[config.mk]
export PLATFORM = sky130hd
export DESIGN_NAME = multicycle_ctrl
export DESIGN_NICKNAME = d
export VERILOG_FILES = /design/src/rtl/multicycle_ctrl.sv
export SDC_FILE = /design/constraint.sdc
export NUM_CORES = 1
export LEC_CHECK = 0
export BUFFER_PORTS_ARGS = -buffer_cell sky130_fd_sc_hd__buf_4
export CAP_MARGIN = 40
export CORE_MARGIN = 2
export CORE_UTILIZATION = 35
export DETAILED_ROUTE_END_ITERATION = 7
export GPL_TIMING_DRIVEN = 0
export PLACE_DENSITY_LB_ADDON = 0.25
export SKIP_CTS_REPAIR_TIMING = 1
export SLEW_MARGIN = 20
export SYNTH_ARGS = -nofsm -noshare
export SYNTH_HDL_FRONTEND = slang
export SYNTH_SLANG_ARGS = --single-unit
[constraint.sdc]
create_clock -name clk -period 1.9 [get_ports clk]
set_input_delay 0.38 -clock clk [delete_from_list [all_inputs] [get_ports clk]]
set_output_delay 0.38 -clock clk [all_outputs]
set_load 0.02 [all_outputs]
[src/rtl/multicycle_ctrl.sv]
// Multi-cycle control FSM for an RV32I subset (R/I ALU, load, store, branch).
// Sequences the shared datapath one state per cycle with a timed memory handshake.
module multicycle_ctrl #(
    parameter int unsigned TIMEOUT = 15,
    parameter int unsigned TO_W    = 8
) (
    input  logic       clk,
    input  logic       rst_n,
    input  logic [6:0] opcode,
    input  logic       mem_ready,
    output logic [1:0] imm_sel,
    output logic       ir_we,
    output logic       pc_we,
    output logic       pc_we_cond,
    output logic       pc_src,
    output logic       reg_we,
    output logic       wb_sel,
    output logic       alu_src_a,
    output logic [1:0] alu_src_b,
    output logic [1:0] alu_op,
    output logic       mem_req,
    output logic       mem_we,
    output logic       iord,
    output logic       mdr_we,
    output logic       illegal,
    output logic       bus_err,
    output logic [3:0] state
);

    typedef enum logic [3:0] {
        S_IDLE     = 4'd0,
        S_FETCH    = 4'd1,
        S_DECODE   = 4'd2,
        S_EXEC_R   = 4'd3,
        S_EXEC_I   = 4'd4,
        S_MEM_ADDR = 4'd5,
        S_MEM_RD   = 4'd6,
        S_MEM_WB   = 4'd7,
        S_MEM_WR   = 4'd8,
        S_BRANCH   = 4'd9,
        S_ALU_WB   = 4'd10
    } state_t;

    localparam logic [6:0] OP_R      = 7'b0110011;
    localparam logic [6:0] OP_I      = 7'b0010011;
    localparam logic [6:0] OP_LOAD   = 7'b0000011;
    localparam logic [6:0] OP_STORE  = 7'b0100011;
    localparam logic [6:0] OP_BRANCH = 7'b1100011;

    state_t          state_q;
    state_t          state_nxt;
    logic [TO_W-1:0] to_cnt;
    logic [TO_W-1:0] to_cnt_nxt;
    logic            timeout_c;

    assign state = state_q;

    // State and timeout counter registers
    always_ff @(posedge clk) begin
        if (!rst_n) begin
            state_q <= S_IDLE;
            to_cnt  <= '0;
        end else begin
            state_q <= state_nxt;
            to_cnt  <= to_cnt_nxt;
        end
    end

    // Last permitted wait cycle with no completion
    assign timeout_c = (to_cnt == TO_W'(TIMEOUT - 1)) && !mem_ready;

    // Next state and datapath controls; counter stays zero outside memory waits
    always_comb begin
        state_nxt  = state_q;
        to_cnt_nxt = '0;
        imm_sel    = 2'b11;
        ir_we      = 1'b0;
        pc_we      = 1'b0;
        pc_we_cond = 1'b0;
        pc_src     = 1'b0;
        reg_we     = 1'b0;
        wb_sel     = 1'b0;
        alu_src_a  = 1'b0;
        alu_src_b  = 2'b00;
        alu_op     = 2'b00;
        mem_req    = 1'b0;
        mem_we     = 1'b0;
        iord       = 1'b0;
        mdr_we     = 1'b0;
        illegal    = 1'b0;
        bus_err    = 1'b0;

        case (state_q)
            S_IDLE: state_nxt = S_FETCH;

            S_FETCH: begin
                mem_req   = 1'b1;
                alu_src_b = 2'b01;
                if (mem_ready) begin
                    ir_we     = 1'b1;
                    pc_we     = 1'b1;
                    state_nxt = S_DECODE;
                end else if (timeout_c) begin
                    bus_err   = 1'b1;
                end else begin
                    to_cnt_nxt = to_cnt + TO_W'(1);
                end
            end

            // ALU precomputes the branch target into ALUOut
            S_DECODE: begin
                alu_src_b = 2'b10;
                imm_sel   = 2'b10;
                case (opcode)
                    OP_R:               state_nxt = S_EXEC_R;
                    OP_I:               state_nxt = S_EXEC_I;
                    OP_LOAD, OP_STORE:  state_nxt = S_MEM_ADDR;
                    OP_BRANCH:          state_nxt = S_BRANCH;
                    default: begin
                        illegal   = 1'b1;
                        state_nxt = S_FETCH;
                    end
                endcase
            end

            S_EXEC_R: begin
                alu_src_a = 1'b1;
                alu_op    = 2'b10;
                state_nxt = S_ALU_WB;
            end

            S_EXEC_I: begin
                alu_src_a = 1'b1;
                alu_src_b = 2'b10;
                imm_sel   = 2'b00;
                alu_op    = 2'b10;
                state_nxt = S_ALU_WB;
            end

            S_ALU_WB: begin
                reg_we    = 1'b1;
                state_nxt = S_FETCH;
            end

            S_MEM_ADDR: begin
                alu_src_a = 1'b1;
                alu_src_b = 2'b10;
                if (opcode == OP_STORE) begin
                    imm_sel   = 2'b01;
                    state_nxt = S_MEM_WR;
                end else begin
                    imm_sel   = 2'b00;
                    state_nxt = S_MEM_RD;
                end
            end

            S_MEM_RD: begin
                mem_req = 1'b1;
                iord    = 1'b1;
                if (mem_ready) begin
                    mdr_we    = 1'b1;
                    state_nxt = S_MEM_WB;
                end else if (timeout_c) begin
                    bus_err   = 1'b1;
                    state_nxt = S_FETCH;
                end else begin
                    to_cnt_nxt = to_cnt + TO_W'(1);
                end
            end

            S_MEM_WB: begin
                reg_we    = 1'b1;
                wb_sel    = 1'b1;
                state_nxt = S_FETCH;
            end

            S_MEM_WR: begin
                mem_req = 1'b1;
                mem_we  = 1'b1;
                iord    = 1'b1;
                imm_sel = 2'b01;
                if (mem_ready) begin
                    state_nxt = S_FETCH;
                end else if (timeout_c) begin
                    bus_err   = 1'b1;
                    state_nxt = S_FETCH;
                end else begin
                    to_cnt_nxt = to_cnt + TO_W'(1);
                end
            end

            S_BRANCH: begin
                alu_src_a  = 1'b1;
                alu_op     = 2'b01;
                pc_we_cond = 1'b1;
                pc_src     = 1'b1;
                state_nxt  = S_FETCH;
            end

            default: state_nxt = S_IDLE;
        endcase
    end

endmodule

==> flow_summary.rst, run 1 <==
.. list-table::
   :header-rows: 1

   * - Metric
     - Value
   * - Most used cells in the layout excluding fill and tap cells
     - sky130_fd_sc_hd__buf_4 (38), sky130_fd_sc_hd__nor2_1 (13), sky130_fd_sc_hd__buf_6 (10), sky130_fd_sc_hd__nand2_1 (10)
   * - Outcome
     - finished, final reports clean
   * - Category of the most critical setup path
     - reg2out
   * - Required time at the worst-slack endpoint
     - 1.52 ns
   * - Clock latency on the worst-skew pair
     - 0.27 ns
   * - PD cells
     - 475 nW/µm²
   * - Bufs on Longest Clock Path
     - 2
   * - Max-slew headroom
     - 78.7%
   * - Launching point of the worst reg2reg path
     - state[0]
   * - Routed via count
     - 1038
   * - Count of routing violations after the opening detailed-route iteration
     - 25
   * - Crit-path cells
     - buf_6 > or4b_4 > nor2_4 > buf_6
   * - Fill cell instance count of the final layout
     - 243
   * - CTS tree
     - yes
   * - Crit. Startpoint
     - state[0]
   * - Leftover overflow at the end of global routing
     - 0
   * - Antenna fix cells
     - 0
   * - Final weighted congestion of routability-driven global placement
     - 0.844
   * - Count of unique library cells instantiated by Yosys
     - 41
   * - Number of sinks driven by the clock tree
     - 12
   * - Die width
     - 56.3 µm
   * - Post-synthesis sequential element count
     - 12
   * - Growth of design area from synthesis to finish
     - 50.4%
   * - Number of buffers inserted by port buffering
     - 32
   * - Pin count of the biggest net entering global routing
     - 11
   * - Number of standard-cell rows in the floorplan
     - 18
   * - Number of remaining DRC errors
     - 0
   * - Slew at the pin closest to its max-slew limit
     - 0.319 ns
   * - Cell at the slowest stage of the critical path
     - sky130_fd_sc_hd__or4b_4
   * - Async set or reset register ratio after synthesis
     - 0%
   * - Kind of capture point of the worst setup path
     - output pin
   * - Clk slew on worst S/H paths
     - 0.07 ns
   * - Avg Cell Area, Syn
     - 7.59 µm²
   * - Floorplan die height
     - 56.3 µm
   * - DP Cell Count
     - 188
   * - Period Utilization, post-route
     - 99.1%
   * - Slew Viols, Final
     - 0
   * - TritonCTS Buffers
     - 3
   * - Net Count, Synth
     - 138
   * - Most common flop cell mapped by yosys
     - sky130_fd_sc_hd__dfxtp_1
   * - Root buffer cell
     - sky130_fd_sc_hd__clkbuf_4
   * - Kind of path behind the tightest hold check
     - in2reg
   * - Count of cells along the worst hold path
     - 2
   * - Netlist Area Pre-Place
     - 956 µm²
   * - Most numerous cell on the critical path
     - sky130_fd_sc_hd__buf_6
   * - Number of nets in the layout
     - 181
   * - Hold violation total from the final report
     - 0
   * - Initial antenna violation count
     - 0
   * - Reg-to-Reg End
     - state[1]
   * - DP Wirelength
     - 1750 µm
   * - Final Hold Slack
     - 0.349 ns
   * - Worst vdd ir
     - 0.431 mV
   * - Layout cells sized above 1
     - 44.6%
   * - DIE AREA
     - 3170 µm²
   * - Non-filler cells in the finished layout
     - 198
   * - Number of instances in the synthesized netlist
     - 126
   * - Yosys warns
     - 0
   * - Maximum fanout count along the critical path
     - 8
   * - Leading cell type in the layout, fill and taps excluded
     - sky130_fd_sc_hd__buf_4
   * - Via count normalized by instance count
     - 5.24
   * - Iteration count of the initial detailed-routing pass
     - 4
   * - Routed wire length
     - 2420 µm
   * - Global-route wire length before repair
     - 3930 µm
   * - Reg-to-reg slack, setup
     - 0.21 ns
   * - Maximum achievable frequency
     - 531 MHz
   * - HP Start
     - rst_n
   * - Floorplan core area
     - 2520 µm²
   * - Reported leakage power
     - 0.602 nW
   * - Initial core utilization
     - 37.9%
   * - Count of maximum capacitance violations
     - 0
   * - Kind of start point of the critical path
     - flip-flop
   * - Via count of the first global-routing pass
     - 909
   * - Io pins
     - 33
   * - Signal arrival time at the worst endpoint
     - 1.50 ns
   * - Number of enable-type register cells in the synthesized netlist
     - 0
   * - Fin Clk Skew
     - 0.00274 ns
   * - Delay of the slowest critical-path stage
     - 0.56 ns
   * - # H-tree levels
     - 1
   * - Clock period minus worst slack
     - 1.88 ns
   * - Unrepaired setup endpoints after global routing
     - yes
   * - Wirelength per Cell
     - 12.2 µm
   * - # setup viols final
     - 0
   * - FF-to-FF path depth
     - 6
   * - Global router's overall resource usage
     - 15.3%
   * - Detail Route Antenna Nets
     - 0
   * - Hold worst-path end
     - state[0]
   * - Seq/Total Area, Yosys
     - 25.1%
[state kept, by name, summed over array words and instances (netlist names)]
name    cells
to_cnt      8
state       4
[kinds of logic after synthesis]
logic type / Yosys count / synth area share (%)
flops: 12 / 25.1
buf+inv: 13 / 7.20
compound gates: 21 / 14.0
simple gates: 70 / 43.7
fa+ha+maj: 2 / 2.62
xor+xnor: 8 / 7.33
[report_power, final]
group          total (W)  internal (W)  switching [W]
logic           0.000217      0.000105       0.000111
registers       0.000264      0.000259     0.00000579
clock network   0.000201      0.000117      0.0000847
[synthesized netlist by cell type, drive strengths merged (2+ instances only)]
cell / number / area, µm²
a21oi: 6 / 30.0
o21ai: 3 / 15.0
inv: 2 / 7.51
dfxtp: 12 / 240
nand4: 2 / 12.5
nand3: 4 / 20.0
nand2b: 4 / 25.0
nor3: 5 / 30.0
clkbuf: 4 / 15.0
nand3b: 2 / 15.0
xnor2: 2 / 17.5
or3: 2 / 12.5
nor3b: 3 / 22.5
ha: 2 / 25.0
nor2b: 5 / 31.3
xor2: 6 / 52.6
a21o: 3 / 22.5
nor2: 17 / 63.8
or2b: 2 / 15.0
and3: 4 / 25.0
buf: 7 / 46.3
and2: 3 / 18.8
a31oi: 3 / 18.8
nand2: 10 / 37.5
nand4bb: 2 / 38.8
[through the flow]
| step | instance area (µm²) | setup slack [ns] | power [W] | TNS (ns) | utilization [%] |
|---|---|---|---|---|---|
| after floorplan | 965 | 0.0459 | 0.000381 | 0 | - |
| after global placement | 1240 | 0.00269 | 0.000450 | 0 | 49.3 |
| after detailed placement | 1240 | -0.00572 | 0.000452 | -0.00572 | 49.3 |
| after CTS | 1280 | -0.312 | 0.000656 | -1.76 | 50.7 |
| after global routing | 1440 | -0.0399 | 0.000719 | -0.0980 | 57.0 |
| final | 1440 | 0.0175 | 0.000682 | 0 | 57.0 |
[how the worst max path moves through the flow]
stage	endpoint	cells past startpoint
global placement	imm_sel[0]	5
finish	illegal	4
floorplan	bus_err	4
detailed placement	imm_sel[0]	5
CTS	alu_src_a	6
global route	illegal	4
[final cells by class]
cell class | count | area (µm²) | area share [%]
Buffer | 10 | 101 | 7.05
Sequential cell | 12 | 248 | 17.2
Inverter | 2 | 7.51 | 0.522
Clock buffer | 4 | 36.3 | 2.52
Tap cell | 30 | 37.5 | 2.61
Timing Repair Buffer | 39 | 304 | 21.1
Multi-Input combinational cell | 101 | 703 | 48.9
[worst max-delay path, delay by kind of cell, from the launching register on]
kind	cells	cell delay, ns
simple gates	2	0.66
flops	1	0.33
buf+inv	2	0.25
[metal layers]
layer,wire length [µm],GRT usage [%],up-vias
met5,0,0,-
met4,29,6.12,0
met3,100,2.30,4
met2,1150,25.7,27
met1,1140,19.5,484
li1,-,-,523
No activity file was read; power rests on OpenSTA's default activity.
==> inputs of run 2 (changes only) <==
--- a/config.mk
+++ b/config.mk
@@ -5,6 +5,7 @@
 export SDC_FILE = /design/constraint.sdc
 export NUM_CORES = 1
 export LEC_CHECK = 0
+export ABC_AREA = 1
 export BUFFER_PORTS_ARGS = -buffer_cell sky130_fd_sc_hd__buf_4
 export CAP_MARGIN = 40
 export CORE_MARGIN = 2
==> run 2 against run 1 <==
Against the previous run:
- worst setup slack improved by 0.072 ns
- area after synthesis fell by 6.4%
- critical path depth did not move
- count of clock-buffer cells in the layout fell by 1
- die area fell by 6.0%
- utilization fell by 7.6 points
- clock skew rose by 0.0013 ns
- register-to-register slack improved by 0.42 ns
- synthesized cell count rose by 18%
- first-iteration DRC count did not move
- clock power fell by 26%
- critical path type unchanged
- critical endpoint is now pc_we
- highest routed layer unchanged
==> flow_summary.rst, run 2 <==
.. list-table::
   :header-rows: 1

   * - Metric
     - Value
   * - Combinational family with the most area after synthesis
     - simple AND/OR/NAND/NOR gates
   * - Global router's overall resource usage
     - 16.5% (+1.2 points)
   * - Number of instances in the synthesized netlist
     - 149 (+18%)
   * - Crit-path cells
     - nand3_1 > nor2_2 > buf_4 > buf_4
   * - Routed wire length
     - 2150 µm (-11%)
   * - Initial antenna violation count
     - 0 (unchanged)
   * - Post-Synth XOR/XNOR Area
     - 3.92% (-3.4 points)
   * - Hold violation total from the final report
     - 0 (unchanged)
   * - Max FFs per register
     - 8 (unchanged)
   * - Final weighted congestion of routability-driven global placement
     - 0.774 (-8.3%)
   * - Most instantiated cells after synthesis
     - sky130_fd_sc_hd__nor2_1 (38), sky130_fd_sc_hd__nand2_1 (33), sky130_fd_sc_hd__inv_1 (21)
   * - Io pins
     - 33 (unchanged)
   * - Footprint of the multi-input gates
     - 562 µm² (-20%)
   * - FF-to-FF path depth
     - 9 (+3)
   * - Leading cell type in the layout, fill and taps excluded
     - sky130_fd_sc_hd__nor2_1
   * - Cell area after placement
     - 1170 µm² (-5.6%)
   * - Adder and majority gate portion of the synthesized area
     - 2.80% (+0.18 points)
   * - Share of synthesized cell area in and, or, nand and nor gates
     - 48.5% (+4.8 points)
   * - Yosys warns
     - 0 (unchanged)
   * - Antenna fix cells
     - 0 (unchanged)
   * - Bufs on Longest Clock Path
     - 2 (unchanged)
   * - Number of buffers inserted by port buffering
     - 32 (unchanged)
   * - Largest register by flop count
     - to_cnt
   * - Clk slew on worst S/H paths
     - 0.07 ns (about the same)
   * - Fill cell instance count of the final layout
     - 269 (+11%)
   * - # H-tree levels
     - 1 (unchanged)
   * - Post-synthesis sequential element count
     - 12 (unchanged)
   * - Sequential cell area
     - 245 µm² (-1.0%)
   * - Wirelength per Cell
     - 10.1 µm (-18%)
   * - Max-slew headroom
     - 81.1% (+2.4 points)
   * - Count of routing violations after the opening detailed-route iteration
     - 25 (unchanged)
   * - Hold worst-path end
     - state[2]
   * - Via count of the first global-routing pass
     - 868 (-4.5%)
   * - Kind of path behind the tightest hold check
     - in2reg
   * - Slew Viols, Final
     - 0 (unchanged)
   * - Required time at the worst-slack endpoint
     - 1.52 ns (about the same)
   * - Leading post-synthesis cells by cell area
     - sky130_fd_sc_hd__dfxtp_1 (27%), sky130_fd_sc_hd__nor2_1 (16%), sky130_fd_sc_hd__nand2_1 (14%)
   * - Reg-to-Reg End
     - state[0]
   * - Number of sinks driven by the clock tree
     - 12 (unchanged)
   * - Most Used Layer, Global Route
     - met2
   * - Delay of the slowest critical-path stage
     - 0.45 ns (-0.11 ns)
   * - Initial core utilization
     - 36.4% (-1.5 points)
   * - Routed via count
     - 1016 (-2.1%)
   * - Met3 track utilization from global routing
     - 4.92% (+2.6 points)
   * - Maximum achievable frequency
     - 552 MHz (+4.0%)
   * - Leftover overflow at the end of global routing
     - 0 (unchanged)
   * - Async set or reset register ratio after synthesis
     - 0% (unchanged)
   * - Netlist Area Pre-Place
     - 895 µm² (-6.4%)
   * - Non-filler cells in the finished layout
     - 214 (+8.1%)
   * - Pin count of the biggest net entering global routing
     - 9 (-2)
   * - Global-route wire length before repair
     - 3550 µm (-9.8%)
   * - Kind of capture point of the worst setup path
     - output pin
   * - Maximum fanout count along the critical path
     - 7 (-1)
   * - Cell type with the largest total area after synthesis
     - sky130_fd_sc_hd__dfxtp_1
   * - Number of enable-type register cells in the synthesized netlist
     - 0 (unchanged)
   * - Launching point of the worst reg2reg path
     - state[0]
   * - Iteration count of the initial detailed-routing pass
     - 4 (unchanged)
   * - Reported leakage power
     - 0.632 nW (+5.0%)
   * - Slew at the pin closest to its max-slew limit
     - 0.283 ns (-0.0362 ns)
   * - Detail Route Antenna Nets
     - 0 (unchanged)
   * - Count of unique library cells instantiated by Yosys
     - 22 (-46%)
   * - Growth of design area from synthesis to finish
     - 35.5%
   * - Number of remaining DRC errors
     - 0 (unchanged)
   * - Area share of the largest cell type after synthesis
     - 26.9% (+1.7 points)
   * - Worst vdd ir
     - 0.539 mV (+25%)
   * - Most common flop cell mapped by yosys
     - sky130_fd_sc_hd__dfxtp_1
   * - Count leader, synth
     - sky130_fd_sc_hd__nor2_1
   * - Count of maximum capacitance violations
     - 0 (unchanged)
   * - Cell family contributing the most delay on the critical path
     - simple AND/OR/NAND/NOR gates
   * - # setup viols final
     - 0 (unchanged)
   * - TritonCTS Buffers
     - 3 (unchanged)
   * - Most numerous cell on the critical path
     - sky130_fd_sc_hd__buf_4
   * - Period Utilization, post-route
     - 95.3% (-3.8 points)
   * - Cell at the slowest stage of the critical path
     - sky130_fd_sc_hd__dfxtp_1
   * - Seq/Total Area, Yosys
     - 26.9% (+1.7 points)
   * - Category of the most critical setup path
     - reg2out
   * - Count of cells along the worst hold path
     - 3 (+1)
   * - DP Cell Count
     - 211 (+12%)
   * - Clock period minus worst slack
     - 1.81 ns (-0.0718 ns)
   * - DP Wirelength
     - 1820 µm (+4.1%)
   * - Fin Clk Skew
     - 0.00408 ns (+0.00135 ns)
   * - CTS tree
     - yes
   * - Net Count, Synth
     - 161 (+17%)
   * - Number of nets in the layout
     - 198 (+9.4%)
   * - Post-route cell area
     - 1210 µm² (-16%)
   * - Floorplan die height
     - 54.6 µm (-3.0%)
   * - PD cells
     - 905 nW/µm² (+91%)
   * - HP Start
     - rst_n
   * - Buffers and inverters on the worst path
     - 2 (unchanged)
   * - Via count normalized by instance count
     - 4.75 (-9.4%)
   * - Global-route track usage on met2
     - 26.3% (+0.59 points)
   * - Mux share of post-synthesis cell area
     - 0% (unchanged)
   * - Outcome
     - finished, final reports clean
   * - Signal arrival time at the worst endpoint
     - 1.43 ns (-0.07 ns)
   * - Most used cells in the layout excluding fill and tap cells
     - sky130_fd_sc_hd__nor2_1 (36), sky130_fd_sc_hd__buf_4 (34), sky130_fd_sc_hd__nand2_1 (32)
   * - Layout cells sized above 1
     - 33.2% (-11 points)
   * - Kind of start point of the critical path
     - flip-flop
   * - Floorplan core area
     - 2450 µm² (-2.7%)
   * - Global-route track usage on met1
     - 21.9% (+2.4 points)
   * - Clock latency on the worst-skew pair
     - 0.27 ns (about the same)
   * - Avg Cell Area, Syn
     - 6.00 µm² (-21%)
   * - Root buffer cell
     - sky130_fd_sc_hd__clkbuf_4
   * - Number of standard-cell rows in the floorplan
     - 18 (unchanged)
   * - DIE AREA
     - 2980 µm² (-6.0%)
   * - Reg-to-reg slack, setup
     - 0.63 ns (+0.42 ns)
   * - Die width
     - 54.6 µm (-3.0%)
   * - Synth Area in Compound Gates
     - 6.15% (-7.9 points)
run 2: cell count changes after synthesis, sizes merged, moves of 3 or more:
| cell | previous run | this run |
|---|---|---|
| and2 | 3 | 0 |
| and3 | 4 | 0 |
| xor2 | 6 | 3 |
| nand2b | 4 | 0 |
| buf | 7 | 2 |
| a21o | 3 | 0 |
| clkbuf | 4 | 0 |
| nor2 | 17 | 42 |
| nor2b | 5 | 0 |
| inv | 2 | 24 |
| nor3 | 5 | 0 |
| nand2 | 10 | 36 |
| nor3b | 3 | 0 |
| nand3 | 4 | 16 |
run 2: report_power, final:
part,switching (W),internal (W),total (W)
combinational,0.000386,0.000236,0.000622
sequential,0.0000453,0.000281,0.000327
clock,0.0000762,0.0000733,0.000149
total,0.000507,0.000590,0.00110
run 2: cell families after synthesis:
logic type	after synthesis
AND/OR/NAND/NOR	97
buffers and inverters	26
AO/OA/AOI/OAI	8
flip-flops	12
adder cells (fa/ha/maj)	2
XOR/XNOR	4
run 2: how the worst max path moves through the flow:
stage / from / endpoint / slack [ns] / cells past startpoint
final: state[0] / pc_we / 0.09 / 4
after global routing: to_cnt[0] / bus_err / -0.01 / 7
after CTS: state[1] / illegal / -0.01 / 5
after detailed placement: opcode[3] / imm_sel[0] / 0.28 / 7
after global placement: state[1] / illegal / 0.27 / 5
after floorplan: state[1] / illegal / 0.11 / 4
run 2: metrics by stage:
step                hold slack (ns)  TNS [ns]  setup WS, ns  utilization (%)  total power [W]
floorplan                     0.430         0         0.111                -         0.000713
global placement              0.446         0         0.274             47.8         0.000934
detailed placement            0.454         0         0.284             47.8         0.000941
CTS                           0.351   -0.0144       -0.0144             48.7          0.00109
global route                  0.349   -0.0124       -0.0124             49.4          0.00118
finish                        0.350         0        0.0893             49.4          0.00110
run 2: area by class of cell:
type | instances | area share (%)
multi-input cells | 111 | 46.3
flip-flops and latches | 12 | 20.2
repair buffers | 32 | 19.8
inverters | 24 | 7.43
well taps | 30 | 3.10
clock buffers | 3 | 1.86
plain buffers | 2 | 1.24
run 2: tightest hold or removal path, stage by stage:
cell	delay, ns
sky130_fd_sc_hd__buf_4	0.11
sky130_fd_sc_hd__nand2_1	0.05
sky130_fd_sc_hd__inv_1	0.04
run 2: metal layers:
| layer | vias to the layer above | wire [µm] |
|---|---|---|
| met5 | - | 0 |
| met4 | 0 | 16 |
| met1 | 465 | 992 |
| met3 | 4 | 94 |
| li1 | 526 | - |
| met2 | 21 | 1050 |
